### src/rtl/fetch_buffer.sv
// fetch_buffer: circular instruction queue between fetch and dispatch.
// Fetch bundles are compacted on write; decode sees the oldest PC-contiguous
// window of up to N entries combinationally (first-word-fall-through).
module fetch_buffer #(
  parameter int unsigned N     = 3,
  parameter int unsigned DEPTH = 8
) (
  input  logic                         clock,
  input  logic                         reset,
  input  logic                         flush,
  input  logic [N-1:0]                 if_valid,
  input  logic [N-1:0][31:0]           if_instr,
  input  logic [N-1:0][31:0]           if_pc,
  output logic                         if_ready,
  output logic [N-1:0][31:0]           ff_instr,
  output logic [31:0]                  ff_pc,
  output logic [N-1:0]                 fetch_valid,
  input  logic [$clog2(N+1)-1:0]       dispatch_count,
  output logic [$clog2(DEPTH+1)-1:0]   count
);

  localparam int unsigned AW = $clog2(DEPTH);
  localparam int unsigned CW = $clog2(DEPTH+1);
  localparam int unsigned DW = $clog2(N+1);

  typedef struct packed {
    logic [31:0] instr;
    logic [31:0] pc;
  } entry_t;

  entry_t          entries [DEPTH];
  logic [AW-1:0]   head_q;
  logic [AW-1:0]   tail_q;
  logic [CW-1:0]   count_q;

  logic [AW-1:0]   win_idx [N];
  logic [AW-1:0]   wr_idx  [N];
  logic [DW-1:0]   wr_off  [N];
  logic [DW-1:0]   enq_cnt;
  logic [DW-1:0]   enq_add;
  logic [DW-1:0]   avail;
  logic [DW-1:0]   deq;
  logic            ready_int;
  logic            enq_fire;
  logic [31:0]     head_pc;

  // Space for a full bundle, judged on registered occupancy only.
  assign ready_int = (count_q <= CW'(DEPTH - N));
  assign if_ready  = reset | ready_int;
  assign count     = reset ? '0 : count_q;
  assign enq_fire  = ready_int && (|if_valid) && !flush && !reset;
  assign enq_add   = enq_fire ? enq_cnt : '0;
  assign head_pc   = entries[head_q].pc;

  // Compaction offsets: each valid slot lands after all lower valid slots.
  always_comb begin
    enq_cnt = '0;
    for (int i = 0; i < N; i++) begin
      wr_off[i]  = enq_cnt;
      wr_idx[i]  = tail_q + AW'(enq_cnt);
      enq_cnt    = enq_cnt + DW'(if_valid[i]);
    end
  end

  // Head-window ring indices; may straddle DEPTH-1 -> 0.
  always_comb begin
    for (int i = 0; i < N; i++) begin
      win_idx[i] = head_q + AW'(i);
    end
  end

  // Head window: valid run stops at occupancy limit or first PC break.
  always_comb begin
    fetch_valid = '0;
    ff_instr    = '0;
    ff_pc       = '0;
    if (!reset && (count_q != '0)) begin
      fetch_valid[0] = 1'b1;
      ff_pc          = head_pc;
      for (int i = 1; i < N; i++) begin
        fetch_valid[i] = fetch_valid[i-1] && (CW'(i) < count_q) &&
                         (entries[win_idx[i]].pc == head_pc + 32'(4 * i));
      end
    end
    for (int i = 0; i < N; i++) begin
      if (fetch_valid[i]) ff_instr[i] = entries[win_idx[i]].instr;
    end
  end

  // Dequeue amount, clamped to what the window actually offers.
  always_comb begin
    avail = '0;
    for (int i = 0; i < N; i++) begin
      avail = avail + DW'(fetch_valid[i]);
    end
    deq = (dispatch_count > avail) ? avail : dispatch_count;
  end

  // Entry storage; contents need no reset.
  always_ff @(posedge clock) begin
    if (enq_fire) begin
      for (int i = 0; i < N; i++) begin
        if (if_valid[i]) begin
          entries[wr_idx[i]].instr <= if_instr[i];
          entries[wr_idx[i]].pc    <= if_pc[i];
        end
      end
    end
  end

  // Pointers and occupancy; reset beats flush, flush beats enq/deq.
  always_ff @(posedge clock) begin
    if (reset || flush) begin
      head_q  <= '0;
      tail_q  <= '0;
      count_q <= '0;
    end else begin
      head_q  <= head_q + AW'(deq);
      tail_q  <= tail_q + AW'(enq_add);
      count_q <= count_q + CW'(enq_add) - CW'(deq);
    end
  end

  // Dispatch may never retire more than the window presents.
  dispatch_le_avail: assert property (@(posedge clock) disable iff (reset || flush)
                                      dispatch_count <= avail);

  logic unused_ok;
  assign unused_ok = |wr_off[0];

endmodule

### config.mk
export PLATFORM = sky130hd
export DESIGN_NAME = fetch_buffer
export DESIGN_NICKNAME = d
export VERILOG_FILES = /design/src/rtl/fetch_buffer.sv
export SDC_FILE = /design/constraint.sdc
export NUM_CORES = 2
export LEC_CHECK = 0
export ABC_AREA = 0
export CAP_MARGIN = 10
export CORE_AREA = 2 2 306 308
export CTS_BUF_LIST = sky130_fd_sc_hd__clkbuf_8
export DETAILED_ROUTE_END_ITERATION = 16
export DIE_AREA = 0 0 308 310
export GPL_TIMING_DRIVEN = 0
export PLACE_DENSITY = 0.74
export SYNTH_ARGS = -nofsm -noshare
export SYNTH_HDL_FRONTEND = slang
export SYNTH_SLANG_ARGS = --single-unit
### constraint.sdc
create_clock -name clock -period 18.2 [get_ports clock]
set_clock_uncertainty 0.15 [all_clocks]
set_input_delay 2.73 -clock clock [delete_from_list [all_inputs] [get_ports clock]]
set_output_delay 2.73 -clock clock [all_outputs]
set_load 0.02 [all_outputs]
==> results.md <==
* Outcome: complete, no violations
* Vias in the first global route at 36085
* Final global-route overflow total at 0
* CP max FO at 10
* # nets final at 4404
* Post-DR vias/cell at 7.00
* Placement-stage cell area at 44500 µm²
* Die Ht at 310 µm
* Post-Synth Simple-Gate Area at 9.93%
* Synth Area in Adders at 0.868%
* R2R Setup Slk at 9.11 ns
* Post-synthesis compound-gate area fraction at 10.6%
* Worst-path clk slew at 0.06 ns
* Crit path capture: ff_instr[95]
* Initial core utilization at 44.6%
* First drt pass iteration count at 9
* Yosys top cell by area: edfxtp_1
* Worst VDD drop at 0.0495 mV
* First-pass GRT wire length at 254 mm
* Sink Count at 522
* Period utilisation layout at 63.9%
* Largest net degree at the start of global routing at 47
* Reg2reg path depth at 25
* Design Power at 3.58 mW
* Routed wire length at 183 mm
* Hold Vio Cnt, Final at 0
* Fill count at 8262
* Top cells by area, synth: edfxtp_1 37%, mux2i_1 17%, mux4_2 15%
* Max Freq at 86.0 MHz
* Critical path class: flop to output pin
* Top FF cell, synth: edfxtp_1
* Max_cap viols at 0
* IO Count at 336
* Async set or reset register ratio after synthesis at 0%
* Multi-input logic area at 23300 µm²
* Gate count after technology mapping at 3925
* Hold/Removal Path Class: flop to flop
* Worst path required time at 15.32 ns
* Via count at 38381
* Post-Syn Area at 41200 µm²
* Syn Area/Cell at 10.5 µm²
* DIE AREA at 95500 µm²
* Area delta synth->final at 12.6%
* Synth Register Bits at 522
* Slowest CP cell: clkbuf_1
* Critical path's top delay family: buffers and inverters
* Final ANT Viol Nets at 0
* Hold-fix buffers, CTS at 0
* Data arrival time at the worst-slack endpoint at 8.74 ns
* DRC viols at 0
* Mapped Nets at 4150
* XOR/XNOR Fraction of Synth Area at 3.07%
* Core area at 92500 µm²
* RSZ-0062 raised after global routing: no
* Buf/Inv on CP at 6
* Worst path depth at 15
* Reg2reg start: head_q[2]$_SDFF_PP0_
* Tmin final at 11.62 ns
* Root Buffer: clkbuf_8
* Placer Congestion at 1.02
* Startpoint Class: flop
* Slew headroom at 2.95%
* Initial antenna violation count at 54
* Worst slew pin tran at 1.46 ns
* Layout cells sized above 1 at 14.7%
* Combinational family with the most area after synthesis: multiplexers
* Final Setup Violations at 0
* WL/cell at 33.3 µm
* Max-slew violation count at 0
* Critical Path End Type: output pin
* Post-detail-place hpwl at 125 mm
* Seq/Total Area, Yosys at 37.8%
* Worst R2R End: count_q[2]$_SDFF_PP0_
* # resized after CTS at 0
* Worst stage delay on the critical path at 0.92 ns
* CTS H-tree depth at 3
* Crit-path cells: buf_2 -> buf_1 -> buf_1 -> nand2b_1 -> clkbuf_1 -> clkbuf_1 -> o22ai_1 -> nor2_1 -> nor4bb_1 -> o22ai_1 -> a2111oi_0 -> and4_1 -> nand4_4 -> a21oi_1 -> clkdlybuf4s50_1
* Worst Setup SP: head_q[2]$_SDFF_PP0_
* Design area at 46400 µm²
* PortBufs at 143
* Register Area at 15600 µm²
* Die X at 308 µm
* Yosys cell types at 77
* CTS tree: done
* Static leakage at 16.4 nW
* Post-CTS Setup Bufs at 0
* FP Rows at 112
* Post-synthesis mux area share at 31.9%
* Top cell type's share of synthesized area at 37.3%
* DR iter-0 viols at 6926
* Cts bufs inserted at 91
* EDFF count, synth at 512
* Pwr/cell area at 77.0 nW/µm²
* GRT Util Overall at 37.1%
* CTS max path bufs at 3
* Yosys warns at 0
* Setup_tns at 0 ns
* Clock latency on the worst-skew pair at 0.78 ns
-- routing by layer --
metal | track usage [%] | share of wire [%] | vias to the layer above
li1 | - | - | 15072
met1 | 45.7 | 34 | 18280
met2 | 53.1 | 42 | 4001
met3 | 16.1 | 16 | 986
met4 | 24.0 | 7.9 | 42
met5 | 0 | 0.15 | -
-- kinds of logic (layout without fill, tap and decap cells) --
| family | Yosys count | in the layout |
|---|---|---|
| and+or+nand+nor | 975 | 975 |
| muxes | 970 | 970 |
| AOI/OAI and AO/OA | 763 | 763 |
| buffers and inverters | 527 | 854 |
| DFF | 522 | 522 |
| xor gates and xnor gates | 143 | 143 |
| adders and majority gates | 25 | 25 |
| other | 0 | 37 |
-- area by class of cell --
| class | count | share of cell area (%) |
|---|---|---|
| Antenna cell | 37 | 0.199 |
| Buffer | 499 | 4.97 |
| Clock buffer | 95 | 2.82 |
| Clock inverter | 71 | 0.962 |
| Inverter | 28 | 0.226 |
| Multi-Input combinational cell | 2876 | 50.2 |
| Sequential cell | 522 | 33.5 |
| Tap cell | 1197 | 3.22 |
| Timing Repair Buffer | 161 | 3.91 |
-- power breakdown --
part / total [mW] / switching, mW / internal, mW
logic: 1.07 / 0.654 / 0.419
clock network: 1.11 / 0.568 / 0.546
registers: 1.39 / 0.0238 / 1.37
total: 3.58 / 1.25 / 2.33
-- cell usage in the layout, fill, tap and decap left out, types with 11 or more instances in the layout --
cell and n:
nor3_1 18, ha_1 19, o22ai_1 34, a22oi_1 11, nand3_1 15, inv_1 48
o221ai_1 11, mux2i_1 686, diode_2 37, clkbuf_8 95, edfxtp_1 512, mux2_2 11
o21ai_0 532, buf_1 80, clkinv_1 19, nor2_1 102, nand2_1 732, mux4_2 273
buf_4 64, nand4_1 15, clkbuf_1 310, clkdlybuf4s50_1 143, xnor2_1 53, clkinv_2 19
buf_2 25, a21oi_2 50, xor2_1 89, a21oi_1 52
-- flip-flops by register name, indices dropped and copies added (netlist names) --
signal / cells
entries: 512
count_q: 4
head_q: 3
tail_q: 3
-- worst register-to-register path, stage by stage, from the launching register on --
cell	delay, ns
dfxtp_1	0.38
buf_2	0.42
buf_1	0.69
buf_1	0.66
nand2b_1	0.62
clkbuf_1	0.65
clkbuf_1	0.92
o22ai_1	0.32
nor2_1	0.17
nor4bb_1	0.42
o22ai_1	0.14
a2111oi_0	0.60
and4_1	0.38
and3b_1	0.32
nor2_1	0.14
ha_1	0.25
nand2b_1	0.07
o21ai_0	0.10
o31ai_1	0.37
ha_1	0.30
inv_1	0.05
ha_1	0.15
inv_1	0.06
fa_1	0.45
xor2_1	0.15
nor2_1	0.06
-- metrics by stage --
stage	setup slack, ns	hold WS (ns)	utilization (%)	instances
final	6.58	0.546	50.2	5486
after global routing	6.81	0.583	50.2	5475
after CTS	7.32	0.545	50.0	5443
after detailed placement	8.08	0.530	48.1	5277
after global placement	7.02	0.513	47.7	5265
after floorplan	10.82	0.453	-	3925
-- Yosys cell counts (all sizes together), types with 3 or more instances --
cell type,n
a311o,3
and3,6
nor2b,9
o211ai,4
or3,8
xnor2,53
clkbuf,315
buf,184
nand3,16
edfxtp,512
nand2,738
nor3,20
o22a,4
a22o,9
xor2,89
or2,8
a2111oi,6
o221ai,11
inv,28
a21oi,102
a211oi,9
nor4,15
a221oi,9
mux2,11
o22ai,34
fa,6
mux2i,686
dfxtp,10
a31oi,5
nor2,108
or4,4
and2,8
a22oi,11
nand2b,5
nand4,18
o21ai,532
o2111ai,5
ha,19
mux4,273
a211o,5
-- worst min path at each step --
stage / from / end / slack (ns) / cells past startpoint
after floorplan: head_q[0]$_SDFF_PP0_ / head_q[0]$_SDFF_PP0_ / 0.45 / 2
after global placement: tail_q[0]$_SDFF_PP0_ / tail_q[0]$_SDFF_PP0_ / 0.51 / 2
after detailed placement: tail_q[0]$_SDFF_PP0_ / tail_q[0]$_SDFF_PP0_ / 0.53 / 2
after CTS: tail_q[0]$_SDFF_PP0_ / tail_q[0]$_SDFF_PP0_ / 0.54 / 2
after global routing: tail_q[0]$_SDFF_PP0_ / tail_q[0]$_SDFF_PP0_ / 0.58 / 2
final: tail_q[0]$_SDFF_PP0_ / tail_q[0]$_SDFF_PP0_ / 0.55 / 2
Note: power is estimated with default switching activity, not from simulation.
